**src/rtl/alu_ex_stage.sv**
```systemverilog
// alu_ex_stage: execute stage of the pipelined MIPS datapath.
// Computes the ALU result and zero flag and holds them, along with the
// pass-through control, in a one-entry EX/MEM register. The register sits
// behind a valid/ready handshake with stall and flush support.
// Optional feature: define ALU_EX_OVERFLOW_TRAP_EN to trap signed add/sub
// overflow. A trapped entry sets exc_ovf and suppresses its writes.
module alu_ex_stage #(
   parameter int WIDTH = 32
) (
   input  logic             clk,
   input  logic             reset,
   input  logic             in_valid,
   output logic             in_ready,
   input  logic [4:0]       alu_ctrl,
   input  logic             sign,
   input  logic [WIDTH-1:0] op_a,
   input  logic [WIDTH-1:0] op_b,
   input  logic [4:0]       shamt,
   input  logic [4:0]       wb_addr_i,
   input  logic             reg_write_i,
   input  logic             mem_read_i,
   input  logic             mem_write_i,
   input  logic [WIDTH-1:0] mem_wdata_i,
   input  logic             flush,
   output logic             out_valid,
   input  logic             out_ready,
   output logic [WIDTH-1:0] alu_result,
   output logic             zero,
   output logic [4:0]       wb_addr_o,
   output logic             reg_write_o,
   output logic             mem_read_o,
   output logic             mem_write_o,
   output logic [WIDTH-1:0] mem_wdata_o,
   output logic             exc_ovf
);

   localparam logic [WIDTH-1:0] ZERO_W = {WIDTH{1'b0}};

   // ALU function selected by the 5-bit operation code; unused codes give 0.
   function automatic logic [WIDTH-1:0] alu_calc(
      input logic [4:0]       ctrl,
      input logic             sgn,
      input logic [WIDTH-1:0] a,
      input logic [WIDTH-1:0] b,
      input logic [4:0]       sh
   );
      logic [WIDTH-1:0] r;
      logic             lt;
      r  = ZERO_W;
      lt = 1'b0;
      case (ctrl)
         5'd0: r = b;
         5'd1: r = a + b;
         5'd2: r = a - b;
         5'd3: r = a & b;
         5'd4: r = a | b;
         5'd5: r = a ^ b;
         5'd6: r = ~(a | b);
         5'd7: r = b << sh;
         5'd8: begin
            // Kept as if/else: a ternary would force unsigned context and
            // silently turn the arithmetic shift into a logical one.
            if (sgn) begin
               r = $unsigned($signed(b) >>> sh);
            end else begin
               r = b >> sh;
            end
         end
         5'd9: begin
            if (sgn) begin
               lt = ($signed(a) < $signed(b));
            end else begin
               lt = (a < b);
            end
            r = {{(WIDTH-1){1'b0}}, lt};
         end
         default: r = ZERO_W;
      endcase
      return r;
   endfunction

`ifdef ALU_EX_OVERFLOW_TRAP_EN
   // Two's-complement overflow from operand and result sign bits.
   function automatic logic add_sub_ovf(
      input logic is_sub,
      input logic a_msb,
      input logic b_msb,
      input logic r_msb
   );
      logic ovf;
      if (is_sub) begin
         ovf = (a_msb != b_msb) && (r_msb != a_msb);
      end else begin
         ovf = (a_msb == b_msb) && (r_msb != a_msb);
      end
      return ovf;
   endfunction
`endif

   logic [WIDTH-1:0] result_s;
   logic             zero_s;
   logic             trap_s;
   logic             reg_write_s;
   logic             mem_read_s;
   logic             mem_write_s;
   logic             capture_s;

   logic             out_valid_r;
   logic [WIDTH-1:0] result_r;
   logic             zero_r;
   logic [4:0]       wb_addr_r;
   logic             reg_write_r;
   logic             mem_read_r;
   logic             mem_write_r;
   logic [WIDTH-1:0] mem_wdata_r;
   logic             exc_ovf_r;

   assign in_ready  = !out_valid_r || out_ready;
   assign capture_s = in_valid && in_ready && !flush;

   // Next-entry values: ALU result, zero flag and (optionally trapped) control.
   always_comb begin
      result_s = alu_calc(alu_ctrl, sign, op_a, op_b, shamt);
      zero_s   = (result_s == ZERO_W);
`ifdef ALU_EX_OVERFLOW_TRAP_EN
      trap_s = sign && !mem_read_i && !mem_write_i &&
               ((alu_ctrl == 5'd1) || (alu_ctrl == 5'd2)) &&
               add_sub_ovf((alu_ctrl == 5'd2), op_a[WIDTH-1], op_b[WIDTH-1],
                           result_s[WIDTH-1]);
      if (trap_s) begin
         reg_write_s = 1'b0;
         mem_read_s  = 1'b0;
         mem_write_s = 1'b0;
      end else begin
         reg_write_s = reg_write_i;
         mem_read_s  = mem_read_i;
         mem_write_s = mem_write_i;
      end
`else
      trap_s      = 1'b0;
      reg_write_s = reg_write_i;
      mem_read_s  = mem_read_i;
      mem_write_s = mem_write_i;
`endif
   end

   // EX/MEM register: reset, then flush, then capture/consume, then hold.
   always_ff @(posedge clk or posedge reset) begin
      if (reset) begin
         out_valid_r <= 1'b0;
         result_r    <= ZERO_W;
         zero_r      <= 1'b0;
         wb_addr_r   <= 5'd0;
         reg_write_r <= 1'b0;
         mem_read_r  <= 1'b0;
         mem_write_r <= 1'b0;
         mem_wdata_r <= ZERO_W;
         exc_ovf_r   <= 1'b0;
      end else if (flush) begin
         out_valid_r <= 1'b0;
      end else if (capture_s) begin
         out_valid_r <= 1'b1;
         result_r    <= result_s;
         zero_r      <= zero_s;
         wb_addr_r   <= wb_addr_i;
         reg_write_r <= reg_write_s;
         mem_read_r  <= mem_read_s;
         mem_write_r <= mem_write_s;
         mem_wdata_r <= mem_wdata_i;
         exc_ovf_r   <= trap_s;
      end else if (out_valid_r && out_ready) begin
         out_valid_r <= 1'b0;
      end else begin
         out_valid_r <= out_valid_r;
      end
   end

   assign out_valid   = out_valid_r;
   assign alu_result  = result_r;
   assign zero        = zero_r;
   assign wb_addr_o   = wb_addr_r;
   assign reg_write_o = reg_write_r;
   assign mem_read_o  = mem_read_r;
   assign mem_write_o = mem_write_r;
   assign mem_wdata_o = mem_wdata_r;
   assign exc_ovf     = exc_ovf_r;

endmodule

```
**config.mk**
```make
export PLATFORM = sky130hd
export DESIGN_NAME = alu_ex_stage
export DESIGN_NICKNAME = d
export VERILOG_FILES = /design/src/rtl/alu_ex_stage.sv
export SDC_FILE = /design/constraint.sdc
export NUM_CORES = 1
export LEC_CHECK = 0
export BUFFER_PORTS_ARGS = -buffer_cell sky130_fd_sc_hd__buf_2
export CAP_MARGIN = 20
export CELL_PAD_IN_SITES_DETAIL_PLACEMENT = 2
export CELL_PAD_IN_SITES_GLOBAL_PLACEMENT = 2
export CORE_MARGIN = 5
export CORE_UTILIZATION = 35
export DETAILED_ROUTE_END_ITERATION = 12
export PLACE_DENSITY_LB_ADDON = 0.05
export SYNTH_ARGS = -nofsm -noshare
export SYNTH_HDL_FRONTEND = slang
export SYNTH_SLANG_ARGS = --single-unit
```
**constraint.sdc**
```tcl
create_clock -name clk -period 3 [get_ports clk]
set_input_delay 0.75 -clock clk [delete_from_list [all_inputs] [get_ports clk]]
set_output_delay 0.75 -clock clk [all_outputs]
set_load 0.1 [all_outputs]
```
==> impl_metrics.tcl, run 1 <==
set metrics [dict create \
    status "stopped before the end" \
    haltStage "3_5_place_dp" \
    toolErrorMsg "[ERROR DPL-0033] detailed placement checks failed during check placement." \
    start_util_pct 35.26 \
    ys_ff_latch 74 \
    die_x_um 209.8 \
    synth_fa_ha_area_share_pct 8.879 \
    synth_compound_area_share_pct 29.47 \
    synthTopCellsByCount "175 x nor2_1, 139 x a21oi_1, 136 x nand2_1, 101 x inv_1, 96 x ha_1" \
    synth_top_area_share_pct 13.25 \
    yosysSeqAreaShare_pct 13.25 \
    synth_edf_count 0 \
    netlist_area_um2 13980 \
    synthXorXnorAreaFrac_pct 2.882 \
    synth_cells 1835 \
    synth_cell_types 99 \
    ys_top_cells_by_area "dfrtp_1 13%, ha_1 8.6%, mux2_2 6.0%" \
    synth_top_family_by_area "compound AO/OA/AOI/OAI gates" \
    synth_area_leader_cell "dfrtp_1" \
    io_pins 196 \
    ys.flop_type "dfrtp_1" \
    die_h_um 209.8 \
    muxShareOfSynthArea_pct 17.37 \
    yosys_warnings 0 \
    syn_area_per_cell_um2 7.618 \
    hpwl_um 98160 \
    synth_nets 2053 \
    yosysMostFrequentCell "nor2_1" \
    yosys.area_share.simple_pct 19.72 \
    std_cell_rows 73 \
    place.gp.congestion 1.075 \
    portBuffers 194 \
    synthArstFlopShare_pct 100.0 \
]
==> kinds of logic after synthesis <==
logic type                 Yosys count
xor gates and xnor gates            46
adders and majority gates           98
other                                1
AOI/OAI and AO/OA                  594
buffers and inverters              267
muxes                              187
DFF                                 74
and+or+nand+nor                    568
==> through the flow <==
step           setup slack [ps]  cells  hold slack (ps)  TNS, ps  cell area (um^2)
3_3_place_gp              -1316   3219            479.1   -18470             21790
2_1_floorplan            -508.8   1835            816.4    -1978             14550
==> run 2: changes to the inputs <==
--- a/config.mk
+++ b/config.mk
@@ -7,12 +7,10 @@
 export LEC_CHECK = 0
 export BUFFER_PORTS_ARGS = -buffer_cell sky130_fd_sc_hd__buf_2
 export CAP_MARGIN = 20
-export CELL_PAD_IN_SITES_DETAIL_PLACEMENT = 2
-export CELL_PAD_IN_SITES_GLOBAL_PLACEMENT = 2
 export CORE_MARGIN = 5
 export CORE_UTILIZATION = 35
 export DETAILED_ROUTE_END_ITERATION = 12
-export PLACE_DENSITY_LB_ADDON = 0.05
+export PLACE_DENSITY_LB_ADDON = 0.15
 export SYNTH_ARGS = -nofsm -noshare
 export SYNTH_HDL_FRONTEND = slang
 export SYNTH_SLANG_ARGS = --single-unit
==> run 2 against run 1 <==
Net effect:
- the flow now finishes, with violations (negative setup slack)
- synthesized cell count unchanged
- synthesized area stayed put
==> impl_metrics.tcl, run 2 <==
set metrics [dict create \
    hpwl_um 75540 \
    path_common_cell "nand4_1" \
    finalMaxSlewViolations 0 \
    postLayoutCoreUtil_pct 62.90 \
    antenna_found_initial 1 \
    synthTopCellsByCount "175 x nor2_1, 139 x a21oi_1, 136 x nand2_1, 101 x inv_1, 96 x ha_1" \
    vias 20229 \
    violations "negative setup slack" \
    pwr-share-seq_pct 15.2 \
    io_pins 196 \
    cp_max_fo 19 \
    viasPerCell 6.049 \
    tightestPinTransition_ps 966.4 \
    timing.final.ws_setup_ps -743.6 \
    cp_num_buf_inv 3 \
    clock_latency_ps 330 \
    gr-total-overflow 0 \
    dpl_cell_area_um2 22230 \
    synth_top_area_share_pct 13.25 \
    std_cell_rows 73 \
    intPower_mw 4.050 \
    final_common_cell "buf_4" \
    min_period_ps 3744 \
    cts_buffer_depth 2 \
    worstPathCellList "buf_12 -> mux4_2 -> mux2i_2 -> buf_4 -> a221o_1 -> o211ai_1 -> nor3b_4 -> nand4_1 -> nor4_2 -> nand4_1 -> buf_6 -> nor4_4 -> and4_1 -> a41o_1" \
    clock_sinks 74 \
    die_h_um 209.8 \
    hold_viol_final 0 \
    drcViolationCount 0 \
    final_cell_mix "865 x buf_4, 161 x nor2_1, 159 x buf_2" \
    crit_family "simple AND/OR/NAND/NOR gates" \
    worstSetupPathType "input pin to register" \
    htree_levels 3 \
    grt_pass1_vias 19734 \
    drive_gt1_share_pct 55.45 \
    hold_path.class "register to register" \
    setup-violations-final 18 \
    p_switching_mw 4.207 \
    grt_setup_unrepaired "yes" \
    synth_cells 1835 \
    max_stage_delay_ps 560 \
    ys_ff_latch 74 \
    path_clk_slew_ps 60 \
    clkPwrFrac_pct 12.2 \
    stdcell_area_um2 24930 \
    netlist_area_um2 13980 \
    sw_frac_of_total_pct 50.94 \
    first_pass_iters 8 \
    fin_crit_sh_pct 124.8 \
    dp_slack_ps -1667 \
    ys.flop_type "dfrtp_1" \
    synth_edf_count 0 \
    antennaDiodeCount 0 \
    drtIter0Drc 2172 \
    cts_hold_buf 0 \
    tritoncts "built" \
    root_buffer "clkbuf_16" \
    grt_max_degree 83 \
    grt_pass1_wl_um 130500 \
    synth_area_leader_cell "dfrtp_1" \
    status "complete, but fails checks" \
    yosysSeqAreaShare_pct 13.25 \
    critPathCaptureType "register" \
    start_util_pct 35.26 \
    slowest_stage "mux4_2" \
    syn_to_final_growth_pct 78.37 \
    grt_usage_pct 39.05 \
    yosysMostFrequentCell "nor2_1" \
    wirelength_um 91660 \
    cap_violations 0 \
    die_area_um2 44030 \
    maxSlewHeadroom_pct 35.57 \
    p_per_area_nw_per_um2 331.2 \
    portBuffers 194 \
    place.gp.congestion 1.091 \
    final_nets 3032 \
    wl_per_cell_um 27.41 \
    core-area_um2 39640 \
    crit_path_start_kind "input pin" \
    p_leak_nw 11.40 \
    fin_setup_tns_ps -4753 \
    syn_area_per_cell_um2 7.618 \
    combinationalPowerShare_pct 72.6 \
    die_x_um 209.8 \
    ys_top_cells_by_area "dfrtp_1 13%, ha_1 8.6%, mux2_2 6.0%" \
    numCtsBuffers 9 \
    fmaxAchievable_mhz 267.1 \
    required_ps 3270 \
    synth_nets 2053 \
    hold_ws_ps 501.1 \
    vdd_ir_drop_max_mv 0.4892 \
    skew_ps 5.560 \
    yosys_warnings 0 \
    synthArstFlopShare_pct 100.0 \
    ant_nets 0 \
    synth_cell_types 99 \
    arrival_ps 4010 \
]
-- run 2: cells by family after synthesis --
kind of cell             Yosys count  share of synthesized area, %
XOR/XNOR                          46                         2.882
other                              1                       0.02683
adder cells (fa/ha/maj)           98                         8.879
AND/OR/NAND/NOR                  568                         19.72
AO/OA/AOI/OAI                    594                         29.47
buffers and inverters            267                         8.405
flip-flops                        74                         13.25
multiplexers                     187                         17.37
-- run 2: final cells by class --
cell class | count | area [um^2]
clock inverter | 5 | 37.54
multi-input combinational | 1494 | 12790
inverter | 106 | 461.7
sequential | 74 | 1852
tap | 525 | 656.9
timing repair buffer | 1129 | 8895
clock buffer | 11 | 242.7
fill | 3555 | 14710
-- run 2: path summary, 6_finish.rpt --
path	startpoint	to	slack [ps]	cells after the start
worst min-delay path	alu_result[17]	alu_result[17]	500	1
min in group asynchronous	reset	mem_wdata_o[8]	540	2
worst min register to register	alu_result[17]	alu_result[17]	500	1
worst max register to register	out_valid	zero	340	11
max in group asynchronous	reset	alu_result[0]	1780	3
worst max-delay path	shamt[2]	zero	-740	14
-- run 2: routing by layer --
metal	share of wire [%]	vias to the layer above	global-route usage, %
li1	-	8897	-
met1	40	9868	53.07
met2	45	1244	62.12
met3	9.6	220	6.921
met4	5.1	0	14.51
met5	0	-	0
-- run 2: metrics by stage --
stage / total power, mW / cells
floorplan: 4.325 / 1835
global placement: 6.548 / 3278
detailed placement: 6.591 / 3278
CTS: 7.894 / 3322
global route: 8.549 / 3344
finish: 8.257 / 3344
-- run 2: repair_timing --
item,CTS,global route
resized for setup,244,195
buffers inserted,30,33
pin swaps,69,87
cloned,2,3
setup endpoints to repair,28,27
-- run 2: power groups by stage --
stage          Clock (mW)  Combinational [mW]  Sequential [mW]
2_1_floorplan           0                1.80             2.52
3_3_place_gp            0                5.29             1.26
3_5_place_dp            0                5.32             1.27
4_1_cts              1.02                5.62             1.26
5_1_grt              1.08                6.19             1.28
6_report             1.01                5.99             1.25
No activity file was read; power rests on OpenSTA's default activity.
